--- config.mk ---
export PLATFORM = sky130hd
export DESIGN_NAME = iiitb_countdown_timer_flat
export DESIGN_NICKNAME = d
export VERILOG_FILES = /design/src/rtl/iiitb_countdown_timer_if.sv /design/src/rtl/iiitb_countdown_timer.sv /design/src/flat_wrapper.sv
export SDC_FILE = /design/constraint.sdc
export NUM_CORES = 1
export LEC_CHECK = 0
export ABC_AREA = 1
export CORE_MARGIN = 8
export CORE_UTILIZATION = 60
export CTS_CLUSTER_SIZE = 10
export DETAILED_ROUTE_END_ITERATION = 8
export DONT_BUFFER_PORTS = 1
export PLACE_DENSITY = 0.76
export SYNTH_ARGS = -nofsm -noshare
export SYNTH_HDL_FRONTEND = slang
export SYNTH_SLANG_ARGS = --single-unit
--- constraint.sdc ---
create_clock -name second_clk -period 2.7 [get_ports second_clk]
set_input_delay 0.27 -clock second_clk [delete_from_list [all_inputs] [get_ports second_clk]]
set_output_delay 0.27 -clock second_clk [all_outputs]
set_load 0.01 [all_outputs]
--- src/rtl/iiitb_countdown_timer_if.sv ---
// Control and display bundle for the BCD countdown timer.
// The master side loads, starts and pauses the timer; the slave side is the timer itself.
interface iiitb_countdown_timer_if;
  logic       load;
  logic [3:0] ld_hrm;
  logic [3:0] ld_hrl;
  logic [3:0] ld_minm;
  logic [3:0] ld_minl;
  logic [3:0] ld_secm;
  logic [3:0] ld_secl;
  logic       start;
  logic       pause;
  logic [3:0] hrm;
  logic [3:0] hrl;
  logic [3:0] minm;
  logic [3:0] minl;
  logic [3:0] secm;
  logic [3:0] secl;
  logic       running;
  logic       expired;
  logic       done;
  logic       load_err;

  modport master (
    output load, ld_hrm, ld_hrl, ld_minm, ld_minl, ld_secm, ld_secl, start, pause,
    input  hrm, hrl, minm, minl, secm, secl, running, expired, done, load_err
  );

  modport slave (
    input  load, ld_hrm, ld_hrl, ld_minm, ld_minl, ld_secm, ld_secl, start, pause,
    output hrm, hrl, minm, minl, secm, secl, running, expired, done, load_err
  );
endinterface

--- src/rtl/iiitb_countdown_timer.sv ---
// BCD HH:MM:SS countdown timer clocked by the 1 Hz second_clk of the RTC.
// Loads a legal BCD time, counts down while running and flags expiry at 00:00:00.
module iiitb_countdown_timer #(
  parameter int unsigned MAX_HRM = 2,
  parameter int unsigned MAX_HR  = 23
) (
  input  logic                        second_clk,
  input  logic                        rst,
  iiitb_countdown_timer_if.slave      bus
);

  localparam int unsigned DW = 4;

  localparam logic [1:0] ST_IDLE    = 2'd0;
  localparam logic [1:0] ST_RUN     = 2'd1;
  localparam logic [1:0] ST_PAUSED  = 2'd2;
  localparam logic [1:0] ST_EXPIRED = 2'd3;

  logic [1:0]    state_q, state_d;
  logic [DW-1:0] hrm_q, hrl_q, minm_q, minl_q, secm_q, secl_q;
  logic [DW-1:0] hrm_d, hrl_d, minm_d, minl_d, secm_d, secl_d;
  logic [DW-1:0] dec_hrm, dec_hrl, dec_minm, dec_minl, dec_secm, dec_secl;
  logic          running_q, expired_q, done_q, load_err_q;
  logic          done_d, load_err_d;
  logic          ld_ok, cnt_zero, dec_zero;
  logic [7:0]    ld_hr;

  assign ld_hr = 8'(bus.ld_hrm) * 8'd10 + 8'(bus.ld_hrl);
  assign ld_ok = (bus.ld_hrm  <= DW'(MAX_HRM)) && (bus.ld_hrl  <= 4'd9) &&
                 (bus.ld_minm <= 4'd5)         && (bus.ld_minl <= 4'd9) &&
                 (bus.ld_secm <= 4'd5)         && (bus.ld_secl <= 4'd9) &&
                 (ld_hr <= 8'(MAX_HR));

  assign cnt_zero = ({hrm_q, hrl_q, minm_q, minl_q, secm_q, secl_q} == 24'd0);
  assign dec_zero = ({dec_hrm, dec_hrl, dec_minm, dec_minl, dec_secm, dec_secl} == 24'd0);

  // One-second decrement with the BCD borrow chain; only used while the count is nonzero.
  always_comb begin
    dec_hrm  = hrm_q;
    dec_hrl  = hrl_q;
    dec_minm = minm_q;
    dec_minl = minl_q;
    dec_secm = secm_q;
    dec_secl = secl_q;
    if (secl_q != 4'd0) begin
      dec_secl = secl_q - 4'd1;
    end else begin
      dec_secl = 4'd9;
      if (secm_q != 4'd0) begin
        dec_secm = secm_q - 4'd1;
      end else begin
        dec_secm = 4'd5;
        if (minl_q != 4'd0) begin
          dec_minl = minl_q - 4'd1;
        end else begin
          dec_minl = 4'd9;
          if (minm_q != 4'd0) begin
            dec_minm = minm_q - 4'd1;
          end else begin
            dec_minm = 4'd5;
            if (hrl_q != 4'd0) begin
              dec_hrl = hrl_q - 4'd1;
            end else begin
              dec_hrl = 4'd9;
              dec_hrm = hrm_q - 4'd1;
            end
          end
        end
      end
    end
  end

  // Next state and next outputs; priority load > pause > start > count.
  always_comb begin
    state_d    = state_q;
    hrm_d      = hrm_q;
    hrl_d      = hrl_q;
    minm_d     = minm_q;
    minl_d     = minl_q;
    secm_d     = secm_q;
    secl_d     = secl_q;
    done_d     = 1'b0;
    load_err_d = 1'b0;
    if (bus.load) begin
      if (ld_ok) begin
        state_d = ST_IDLE;
        hrm_d   = bus.ld_hrm;
        hrl_d   = bus.ld_hrl;
        minm_d  = bus.ld_minm;
        minl_d  = bus.ld_minl;
        secm_d  = bus.ld_secm;
        secl_d  = bus.ld_secl;
      end else begin
        load_err_d = 1'b1;
      end
    end else if (bus.pause) begin
      if (state_q == ST_RUN) state_d = ST_PAUSED;
    end else if (bus.start && !cnt_zero &&
                 ((state_q == ST_IDLE) || (state_q == ST_PAUSED))) begin
      state_d = ST_RUN;
    end else if (state_q == ST_RUN) begin
      hrm_d  = dec_hrm;
      hrl_d  = dec_hrl;
      minm_d = dec_minm;
      minl_d = dec_minl;
      secm_d = dec_secm;
      secl_d = dec_secl;
      if (dec_zero) begin
        state_d = ST_EXPIRED;
        done_d  = 1'b1;
      end
    end
  end

  always_ff @(posedge second_clk) begin
    if (!rst) begin
      state_q    <= ST_IDLE;
      hrm_q      <= '0;
      hrl_q      <= '0;
      minm_q     <= '0;
      minl_q     <= '0;
      secm_q     <= '0;
      secl_q     <= '0;
      running_q  <= 1'b0;
      expired_q  <= 1'b0;
      done_q     <= 1'b0;
      load_err_q <= 1'b0;
    end else begin
      state_q    <= state_d;
      hrm_q      <= hrm_d;
      hrl_q      <= hrl_d;
      minm_q     <= minm_d;
      minl_q     <= minl_d;
      secm_q     <= secm_d;
      secl_q     <= secl_d;
      running_q  <= (state_d == ST_RUN);
      expired_q  <= (state_d == ST_EXPIRED);
      done_q     <= done_d;
      load_err_q <= load_err_d;
    end
  end

  assign bus.hrm      = hrm_q;
  assign bus.hrl      = hrl_q;
  assign bus.minm     = minm_q;
  assign bus.minl     = minl_q;
  assign bus.secm     = secm_q;
  assign bus.secl     = secl_q;
  assign bus.running  = running_q;
  assign bus.expired  = expired_q;
  assign bus.done     = done_q;
  assign bus.load_err = load_err_q;

endmodule
--- src/flat_wrapper.sv ---
// flat-port wrapper written by rule: the top's interface ports become plain ports
module iiitb_countdown_timer_flat 
#(
  parameter int unsigned MAX_HRM = 2,
  parameter int unsigned MAX_HR  = 23
)
  (second_clk, rst, bus_load, bus_ld_hrm, bus_ld_hrl, bus_ld_minm, bus_ld_minl, bus_ld_secm, bus_ld_secl, bus_start, bus_pause, bus_hrm, bus_hrl, bus_minm, bus_minl, bus_secm, bus_secl, bus_running, bus_expired, bus_done, bus_load_err);
  iiitb_countdown_timer_if bus_i ();
  input  logic second_clk;
  input  logic rst;
  input wire logic [$bits(bus_i.load)-1:0] bus_load;
  input wire logic [$bits(bus_i.ld_hrm)-1:0] bus_ld_hrm;
  input wire logic [$bits(bus_i.ld_hrl)-1:0] bus_ld_hrl;
  input wire logic [$bits(bus_i.ld_minm)-1:0] bus_ld_minm;
  input wire logic [$bits(bus_i.ld_minl)-1:0] bus_ld_minl;
  input wire logic [$bits(bus_i.ld_secm)-1:0] bus_ld_secm;
  input wire logic [$bits(bus_i.ld_secl)-1:0] bus_ld_secl;
  input wire logic [$bits(bus_i.start)-1:0] bus_start;
  input wire logic [$bits(bus_i.pause)-1:0] bus_pause;
  output wire logic [$bits(bus_i.hrm)-1:0] bus_hrm;
  output wire logic [$bits(bus_i.hrl)-1:0] bus_hrl;
  output wire logic [$bits(bus_i.minm)-1:0] bus_minm;
  output wire logic [$bits(bus_i.minl)-1:0] bus_minl;
  output wire logic [$bits(bus_i.secm)-1:0] bus_secm;
  output wire logic [$bits(bus_i.secl)-1:0] bus_secl;
  output wire logic [$bits(bus_i.running)-1:0] bus_running;
  output wire logic [$bits(bus_i.expired)-1:0] bus_expired;
  output wire logic [$bits(bus_i.done)-1:0] bus_done;
  output wire logic [$bits(bus_i.load_err)-1:0] bus_load_err;
  assign bus_i.load = bus_load;
  assign bus_i.ld_hrm = bus_ld_hrm;
  assign bus_i.ld_hrl = bus_ld_hrl;
  assign bus_i.ld_minm = bus_ld_minm;
  assign bus_i.ld_minl = bus_ld_minl;
  assign bus_i.ld_secm = bus_ld_secm;
  assign bus_i.ld_secl = bus_ld_secl;
  assign bus_i.start = bus_start;
  assign bus_i.pause = bus_pause;
  assign bus_hrm = bus_i.hrm;
  assign bus_hrl = bus_i.hrl;
  assign bus_minm = bus_i.minm;
  assign bus_minl = bus_i.minl;
  assign bus_secm = bus_i.secm;
  assign bus_secl = bus_i.secl;
  assign bus_running = bus_i.running;
  assign bus_expired = bus_i.expired;
  assign bus_done = bus_i.done;
  assign bus_load_err = bus_i.load_err;
  iiitb_countdown_timer #(.MAX_HRM(MAX_HRM), .MAX_HR(MAX_HR)) u_core (.second_clk(second_clk), .rst(rst), .bus(bus_i));
endmodule
==> results of run 1 <==
report_power, final:
group	leakage [nW]	internal (mW)	switching, mW
combinational	0.895	0.163	0.300
sequential	0.245	0.467	0.0460
clock	0.0573	0.295	0.166
total	1.20	0.925	0.512
placed cells by master, fill, tap and decap left out, types with 2 or more instances in the layout:
| cell | count |
|---|---|
| o21ai_2 | 3 |
| nor2_2 | 2 |
| nand2_4 | 3 |
| nor2_1 | 38 |
| clkinv_1 | 2 |
| nor2_4 | 2 |
| o21ai_0 | 17 |
| ha_1 | 11 |
| a21oi_1 | 31 |
| clkbuf_8 | 6 |
| nand4_1 | 3 |
| nor4_1 | 2 |
| nor3_1 | 3 |
| nand2_2 | 4 |
| dfxtp_1 | 30 |
| nand2_1 | 119 |
| a31oi_1 | 8 |
| fa_1 | 2 |
| buf_4 | 4 |
| xor2_1 | 7 |
| inv_1 | 37 |
| nor2_8 | 2 |
| nand3_1 | 51 |
metal layers:
metal | GRT usage | part of all wire
met5 | 0 | 0
met4 | 0.0741 | 0.015
met3 | 0.0711 | 0.089
met2 | 0.388 | 0.50
met1 | 0.243 | 0.40
flip-flops by register name (all words and copies together), names as in the netlist:
register and count:
u_core.bus.secl 4, u_core.bus.secm 4, u_core.bus.done 1, u_core.bus.running 1, u_core.bus.load_err 1, u_core.bus.minl 4
u_core.bus.hrm 4, u_core.bus.expired 1, u_core.state_q 2, u_core.bus.minm 4, u_core.bus.hrl 4
how the worst max path moves through the flow:
stage | slack [ps] | to
floorplan | 300 | u_core.bus.secl[3]
global placement | 200 | u_core.bus.hrm[0]
detailed placement | 170 | u_core.bus.minl[1]
CTS | 370 | u_core.bus.running
global route | 90 | u_core.bus.expired
finish | 360 | u_core.bus.running
stage by stage:
step / worst slack (ps) / util
5_1_grt: 87.5 / 0.656
2_1_floorplan: 299 / -
3_3_place_gp: 197 / 0.628
3_5_place_dp: 166 / 0.628
4_1_cts: 374 / 0.656
6_report: 364 / 0.656
cell type report:
cell class	instances	area [sq um]	area share
Clock buffer	6	82.6	0.0321
Clock inverter	1	30.0	0.0117
Inverter	39	146	0.0570
Multi-Input combinational cell	310	1600	0.622
Sequential cell	30	601	0.234
Tap cell	50	62.6	0.0244
Timing Repair Buffer	5	50.0	0.0195
kinds of logic (layout without fill, tap and decap cells):
family                   count (synthesis)  count (layout)  synth area share
AO/OA/AOI/OAI                           60              60             0.135
XOR/XNOR                                 8               8            0.0292
adder cells (fa/ha/maj)                 13              13            0.0740
buffers and inverters                   53              51            0.0849
flip-flops                              30              30             0.250
AND/OR/NAND/NOR                        229             229             0.427
==> run metrics, run 1 <==
status=finished clean; fmax=428 MHz; gr usage total=0.221; hold_sp=bus_load; DR vias=roughly 2,500; max_slew headroom=0.628; Total Power=1.44 mW; synthesized area=2400 sq um; pwr dens=559 nW/um^2; clk slew on worst S/H paths=60 ps; Pre-antenna DRT Iters=5; fraction of registers with async set/reset=0; Crit path depth=15; Mean Syn Cell Area=6.11 sq um; Final #Nets=433; # Post-CTS Setup Buffers=0; Cell Rows=23; Critical Path Source Type=register; WL final=~6.7 mm; Yosys top cell area share=0.250; CTS tree=done; Setup Crit Path Kind=register to register; hold endpoint=u_core.bus.done; Reg-to-Reg End=u_core.bus.running; Die ar.=6280 sq um; ant diodes=0; Post-synth EDFFs=0; worst r2r path cells=15; area delta synth->final=6.98%; Placer Congestion=0.865; Yosys cell types=26; Slew Viols, Final=0; Worst path most repeated cell=nand2_1; crit path from=u_core.bus.secl[0]; # Max-Cap Violations=0; Post-synth top cells=119 x nand2_1, 51 x nand3_1, 38 x nor2_1, 37 x inv_1, 31 x a21oi_1; Synth area leaders=dfxtp_1 25%, nand2_1 19%, nand3_1 11%; crit path buf inv count=1; Leak=about 1.2 nW; antenna viol nets, final=0; Seq/Total Area, Yosys=0.250; final hold vios=0; crit-path leading delay family=simple AND/OR/NAND/NOR gates; most frequent cell after synthesis=nand2_1; part of the cycle the worst path needs=0.865; worst endpoint required time=2870 ps; r2r setup slk=360 ps; # port buffers=0; final setup violating endpoints=0; slowest library cell on the worst path=dfxtp_1; Finished Cell Area=2570 sq um; initial DRC count=182; vias in the first global route=~2,400; Post-CTS Resized=0; Most used DFF post-synth=dfxtp_1; Layout Cells excl Fill=441; Worst Path Max Fanout=6; initial antenna violation count=0; DRC=0; Die Height=roughly 79 microns; Critical R2R Launch=u_core.bus.secl[0]; dpl cells=434; syn_nets=435; setup TNS=0 ps; cells along the critical path=inv_1, ha_1, nand2_1, nor2_1, nand3_1, o21ai_0, nand2_1, nor2_1, nand2_1, nor2_1, nand2_1, nand2_1, nand2_2, nand2_1, nor2_1; largest net degree at the start of global routing=29; Yosys reg bits=30; CTS Root Cell=clkbuf_8; post-DP HPWL=4.99 mm; Hold WS=72.6 ps; total CTS buffers=5; clk_skew=7.32 ps; Period minus WS final=2340 ps; Worst-Margin Slew=555 ps; Die Wd=79.3 microns; gr ovfl total=0; global-route wire length before repair=11.3 mm; Hold Crit Class=primary input to register; critical path arrival=2510 ps; YS warnings=0; insertion delay of the later-clocked pin in the worst-skew pair=280 ps; average routed wire per standard cell=15.2 microns; slowest cell delay on critical path=390 ps; Hold Path Depth=1; Max H-tree Level=2; unrepaired setup endpoints after global routing=false; Max clock buf depth=2; peak supply drop=0.449 mV; Initial Utilization=0.613; CP endpoint kind=register; core box area=3910 sq um; Ports=57; Avg Vias per Cell=5.71; Syn Inst Count=393; clock sink count=30; cell taking the most area after synthesis=dfxtp_1; Filler cells=369; share of layout cells above drive strength 1=0.0716; area post-placement=2460 sq um; # hold bufs at CTS=0
Note: power is estimated with default switching activity, not from simulation.
==> run 2, diff against run 1 <==
Settings changed: CORE_UTILIZATION 60 to 40, PLACE_DENSITY 0.76 to not set.
==> run 2 against run 1 <==
Net effect:
- utilization decreased by 22 points
- via count decreased by 0.32%
- total power decreased by 5.0%
- worst setup slack improved by 6.3 ps
- global-route usage decreased by 5.4 points
- combinational power about the same
- non-clock buffer count increased by 2
- final cell count increased by 6.3%
- sequential share of layout area decreased by 0.11 points
==> run metrics, run 2 (synthesis results as in run 1) <==
area delta synth->final=7.50% (was 6.98%); Final #Nets=435 (was 433); insertion delay of the later-clocked pin in the worst-skew pair=290 ps (was 280 ps); # hold bufs at CTS=0 (unchanged); Slew Viols, Final=0 (unchanged); hold_sp=bus_load (unchanged); core box area=5850 sq um (was 3910 sq um); sequential power share=0.376 (was 0.357); Post-CTS Resized=0 (unchanged); Setup Crit Path Kind=primary input to register (was register to register); Ports=57 (unchanged); Total Power=1.37 mW (was 1.44 mW); Pre-antenna DRT Iters=4 (was 5); DR vias=2,510 (was 2,518); setup TNS=0 ps (unchanged); # port buffers=0 (unchanged); Die Height=93.5 microns (was 79.3 microns); worst r2r path cells=15 (unchanged); # Max-Cap Violations=0 (unchanged); Initial Utilization=0.410 (was 0.613); global-route wire length before repair=11.7 mm (was 11.3 mm); slowest library cell on the worst path=fa_1 (was dfxtp_1); total CTS buffers=5 (unchanged); clock sink count=30 (unchanged); # Post-CTS Setup Buffers=0 (unchanged); final setup violating endpoints=0 (unchanged); critical path arrival=2490 ps (was 2510 ps); CTS tree=done (unchanged); final hold vios=0 (unchanged); Logic pwr share=0.338 (was 0.322); clock power share=0.286 (was 0.321); WL final=7.17 mm (was 6.70 mm); CP endpoint kind=register (unchanged); max_slew headroom=0.645 (was 0.628); Hold Path Depth=1 (unchanged); crit path from=bus_ld_hrm[1] (was u_core.bus.secl[0]); largest net degree at the start of global routing=29 (unchanged); Max H-tree Level=2 (unchanged); status=finished clean (unchanged); Critical R2R Launch=u_core.bus.secl[0] (unchanged); Switching Share=0.387 (was 0.356); cells along the critical path=ha_1, ha_1, inv_1, fa_1, xor2_1, xor2_1, nand3_1, nand2_1, nand3_1, nand2_2, nand2_1, buf_4, nand2_1, a21oi_1 (was inv_1, ha_1, nand2_1, nor2_1, nand3_1, o21ai_0, nand2_1, nor2_1, nand2_1, nor2_1, nand2_1, nand2_1, nand2_2, nand2_1, nor2_1); Critical Path Source Type=primary input (was register); CTS Root Cell=clkbuf_8 (unchanged); Cell Rows=28 (was 23); P_int=0.837 mW (was 0.925 mW); Layout Cells excl Fill=469 (was 441); part of the cycle the worst path needs=0.863 (was 0.865); Avg Vias per Cell=5.35 (was 5.71); Placer Congestion=0.864 (was 0.865); Net Switching=0.528 mW (was 0.512 mW); clk slew on worst S/H paths=70 ps (was 60 ps); DRC=0 (unchanged); Die Wd=93.5 microns (was 79.3 microns); ant diodes=0 (unchanged); initial antenna violation count=0 (unchanged); Max clock buf depth=2 (unchanged); worst endpoint required time=2860 ps (was 2870 ps); Leak=1.19 nW (was 1.20 nW); fin util=0.441 (was 0.656); dpl cells=461 (was 434); clk_skew=9.02 ps (was 7.32 ps); slowest cell delay on critical path=380 ps (was 390 ps); fmax=429 MHz (was 428 MHz); Worst path most repeated cell=nand2_1 (unchanged); antenna viol nets, final=0 (unchanged); pwr dens=529 nW/um^2 (was 559 nW/um^2); average routed wire per standard cell=15.3 microns (was 15.2 microns); Period minus WS final=2330 ps (was 2340 ps); Hold Crit Class=primary input to register (unchanged); unrepaired setup endpoints after global routing=false (unchanged); share of layout cells above drive strength 1=0.0761 (was 0.0716); gr usage total=0.167 (was 0.221); Worst Path Max Fanout=24 (was 6); most common cell after layout, fill and taps aside=nand2_1 (unchanged); initial DRC count=103 (was 182); commonest cells after routing, fill and taps aside=119 x nand2_1, 51 x nand3_1, 38 x nor2_1 (unchanged); gr ovfl total=0 (unchanged); post-DP HPWL=5.39 mm (was 4.99 mm); Filler cells=640 (was 369); peak supply drop=0.223 mV (was 0.449 mV); Die ar.=8740 sq um (was 6280 sq um); vias in the first global route=2,380 (was 2,366); Worst-Margin Slew=531 ps (was 555 ps)
[run 2: changes by cell type in the layout (fill, tap and decap cells not counted)]
cell	change
buf_4	+3
buf_12	-1
bufinv_16	-1
clkbuf_1	+1
clkinv_2	+1
[run 2: cell type report]
| class | instances | area, sq um | area share |
|---|---|---|---|
| tap | 75 | 93.8 | 0.0364 |
| inverter | 39 | 146 | 0.0567 |
| multi-input combinational | 310 | 1600 | 0.619 |
| clock inverter | 1 | 5.00 | 0.00194 |
| timing repair buffer | 7 | 52.6 | 0.0204 |
| clock buffer | 7 | 86.3 | 0.0334 |
| sequential | 30 | 601 | 0.233 |
[run 2: final timing paths]
kind / endpoint / slack, ps
setup reg to reg: u_core.bus.running / 400
hold reg to reg: u_core.bus.done / 530
hold / removal: u_core.bus.done / 70
setup / recovery: u_core.bus.secl[2] / 370
[run 2: power by group through the flow]
stage	clock network, mW	registers (mW)	logic [mW]
after detailed placement	0	0.525	0.462
after global placement	0	0.524	0.456
final	0.390	0.513	0.462
after global routing	0.417	0.519	0.529
after CTS	0.398	0.514	0.464
after floorplan	0	0.512	0.378
[run 2: metrics by stage]
stage | setup WS, ps | instance area, sq um | hold WS [ps]
6_report | 370 | 2580 | 66.4
4_1_cts | 395 | 2580 | 59.7
3_3_place_gp | 235 | 2490 | 358
5_1_grt | 161 | 2580 | 64.1
2_1_floorplan | 299 | 2400 | 404
3_5_place_dp | 84.2 | 2490 | 358
[run 2: per-layer routing]
metal | vias to the layer above | GRT usage | wire length [microns]
met5 | - | 0 | 0
met4 | 0 | 0.0376 | 81
met3 | 8 | 0.0689 | 628
met2 | 67 | 0.286 | 3480
met1 | 1163 | 0.188 | 2980
li1 | 1272 | - | -
[run 2: critical path: cells and delay by family]
family / cells / cell delay, ps
AO/OA/AOI/OAI: 1 / 60
adder cells (fa/ha/maj): 3 / 800
AND/OR/NAND/NOR: 6 / 550
XOR/XNOR: 2 / 500
buffers and inverters: 2 / 300
==> run 3, diff against run 2 <==
Clock period 2.7 ns to 2.2 ns, I/O delays scaled along.
==> run 3 against run 2 <==
Net effect:
- sequential share of layout area decreased by 1.1 points
- highest routed layer unchanged
- worst setup slack got worse by 240 ps
- clock power increased by 13%
- combinational power up 32%
- first-iteration DRC count up 14%
- sequential power grew 20%
- critical path depth fell by 2
- register-to-register slack got worse by 200 ps
- global-route usage down 0.13 points
- via count is 1.1% lower
==> run metrics, run 3 (synthesis results as in run 1) <==
commonest cells after routing, fill and taps aside=118 x nand2_1, 51 x nand3_1, 37 x nor2_1 (was 119 x nand2_1, 51 x nand3_1, 38 x nor2_1); fin util=0.465 (was 0.441); clock sink count=30 (unchanged); pre-CTS setup slack=-198 ps (was 84.2 ps); CTS tree=done (unchanged); final hold vios=0 (unchanged); Die ar.=8740 sq um (unchanged); share of layout cells above drive strength 1=0.115 (was 0.0761); Worst-Margin Slew=476 ps (was 531 ps); # Post-CTS Setup Buffers=0 (unchanged); Max clock buf depth=2 (unchanged); Hold WS=24.0 ps (was 66.4 ps); core box area=5850 sq um (unchanged); Setup Crit Path Kind=primary input to register (unchanged); Layout Cells excl Fill=475 (was 469); average routed wire per standard cell=14.9 microns (was 15.3 microns); critical path arrival=2280 ps (was 2490 ps); Critical Path Source Type=primary input (unchanged); final setup violating endpoints=0 (unchanged); CP endpoint kind=register (unchanged); max_slew headroom=0.682 (was 0.645); Avg Vias per Cell=5.23 (was 5.35); vias in the first global route=2,343 (was 2,380); Die Height=93.5 microns (unchanged); Period minus WS final=2070 ps; highest routed metal layer=met4 (unchanged); setup TNS=0 ps (unchanged); # port buffers=0 (unchanged); antenna viol nets, final=0 (unchanged); most common cell after layout, fill and taps aside=nand2_1 (unchanged); area post-placement=2610 sq um (was 2490 sq um); Post-Route M1 WL=2.92 mm (was 2.98 mm); DRC=0 (unchanged); Slew Viols, Final=0 (unchanged); initial DRC count=117 (was 103); pwr dens=615 nW/um^2 (was 529 nW/um^2); Pre-antenna DRT Iters=5 (was 4); Max H-tree Level=2 (unchanged); total CTS buffers=5 (unchanged); Post-CTS Resized=0 (unchanged); Cell Rows=28 (unchanged); clk slew on worst S/H paths=60 ps (was 70 ps); Ports=57 (unchanged); gr ovfl total=0 (unchanged); insertion delay of the later-clocked pin in the worst-skew pair=280 ps (was 290 ps); largest net degree at the start of global routing=29 (unchanged); status=finished clean (unchanged); DR vias=2,482 (was 2,510); Finished Cell Area=2720 sq um (was 2580 sq um); CTS Root Cell=clkbuf_8 (unchanged); WL final=7.10 mm (was 7.17 mm); area delta synth->final=13.2% (was 7.50%); unrepaired setup endpoints after global routing=false (unchanged); peak supply drop=0.333 mV (was 0.223 mV); gr usage total=0.166 (was 0.167); # hold bufs at CTS=0 (unchanged); worst setup slack after layout=129 ps (was 370 ps); Initial Utilization=0.410 (unchanged); Filler cells=602 (was 640); part of the cycle the worst path needs=0.941; ant diodes=0 (unchanged); Final #Nets=443 (was 435); Placer Congestion=0.822 (was 0.864); post-DP HPWL=5.47 mm (was 5.39 mm); dpl cells=469 (was 461); # Max-Cap Violations=0 (unchanged); initial antenna violation count=0 (unchanged); met3 wire length=728 microns (was 628 microns); Worst Path Max Fanout=15 (was 24); fmax=483 MHz; Total Power=1.67 mW (was 1.37 mW); Die Wd=93.5 microns (unchanged); Hold Crit Class=primary input to register (unchanged); clk_skew=4.51 ps (was 9.02 ps); Detail Route met2 WL=3.39 mm (was 3.48 mm); global-route wire length before repair=11.6 mm (was 11.7 mm); Leak=1.24 nW (was 1.19 nW); worst endpoint required time=2410 ps (was 2860 ps)
==> run 3: cell types whose count changed in the layout (fill, tap and decap cells not counted), sizes merged <==
cell | before | now
buf | 7 | 15
clkbuf | 7 | 6
clkinv | 3 | 2
==> run 3: final cells by class <==
type / count / area [sq um] / share of cell area
flip-flops and latches: 30 / 602 / 0.221
inverters: 39 / 146 / 0.0539
clock buffers: 6 / 82.6 / 0.0304
repair buffers: 15 / 138 / 0.0506
well taps: 75 / 93.8 / 0.0345
multi-input cells: 310 / 1660 / 0.609
==> run 3: final timing paths <==
path                       from                  to  slack (ps)  depth (start not counted)
max reg2reg  u_core.bus.secl[1]  u_core.bus.running         200                         14
min reg2reg   u_core.state_q[0]     u_core.bus.done         520                          2
min                    bus_load     u_core.bus.done          20                          1
max               bus_ld_hrm[3]  u_core.bus.secl[0]         130                         12
==> run 3: per-layer routing <==
layer,GRT usage,vias up
met1,0.192,1112
met2,0.280,73
li1,-,1290
met3,0.0633,7
met4,0.0376,0
met5,0,-
==> run 3: critical path: stages <==
cell	delay (ps)
ha_4	250
ha_4	130
inv_2	30
fa_1	510
inv_2	60
xor2_1	150
nor4_1	180
nand3_1	190
nand2_4	170
buf_12	160
nand3_1	70
a21oi_1	160
==> run 3: power breakdown <==
group	switching (mW)	total (mW)	internal, mW
Combinational	0.383	0.612	0.229
Clock	0.200	0.440	0.241
Sequential	0.0448	0.618	0.573
Total	0.627	1.67	1.04
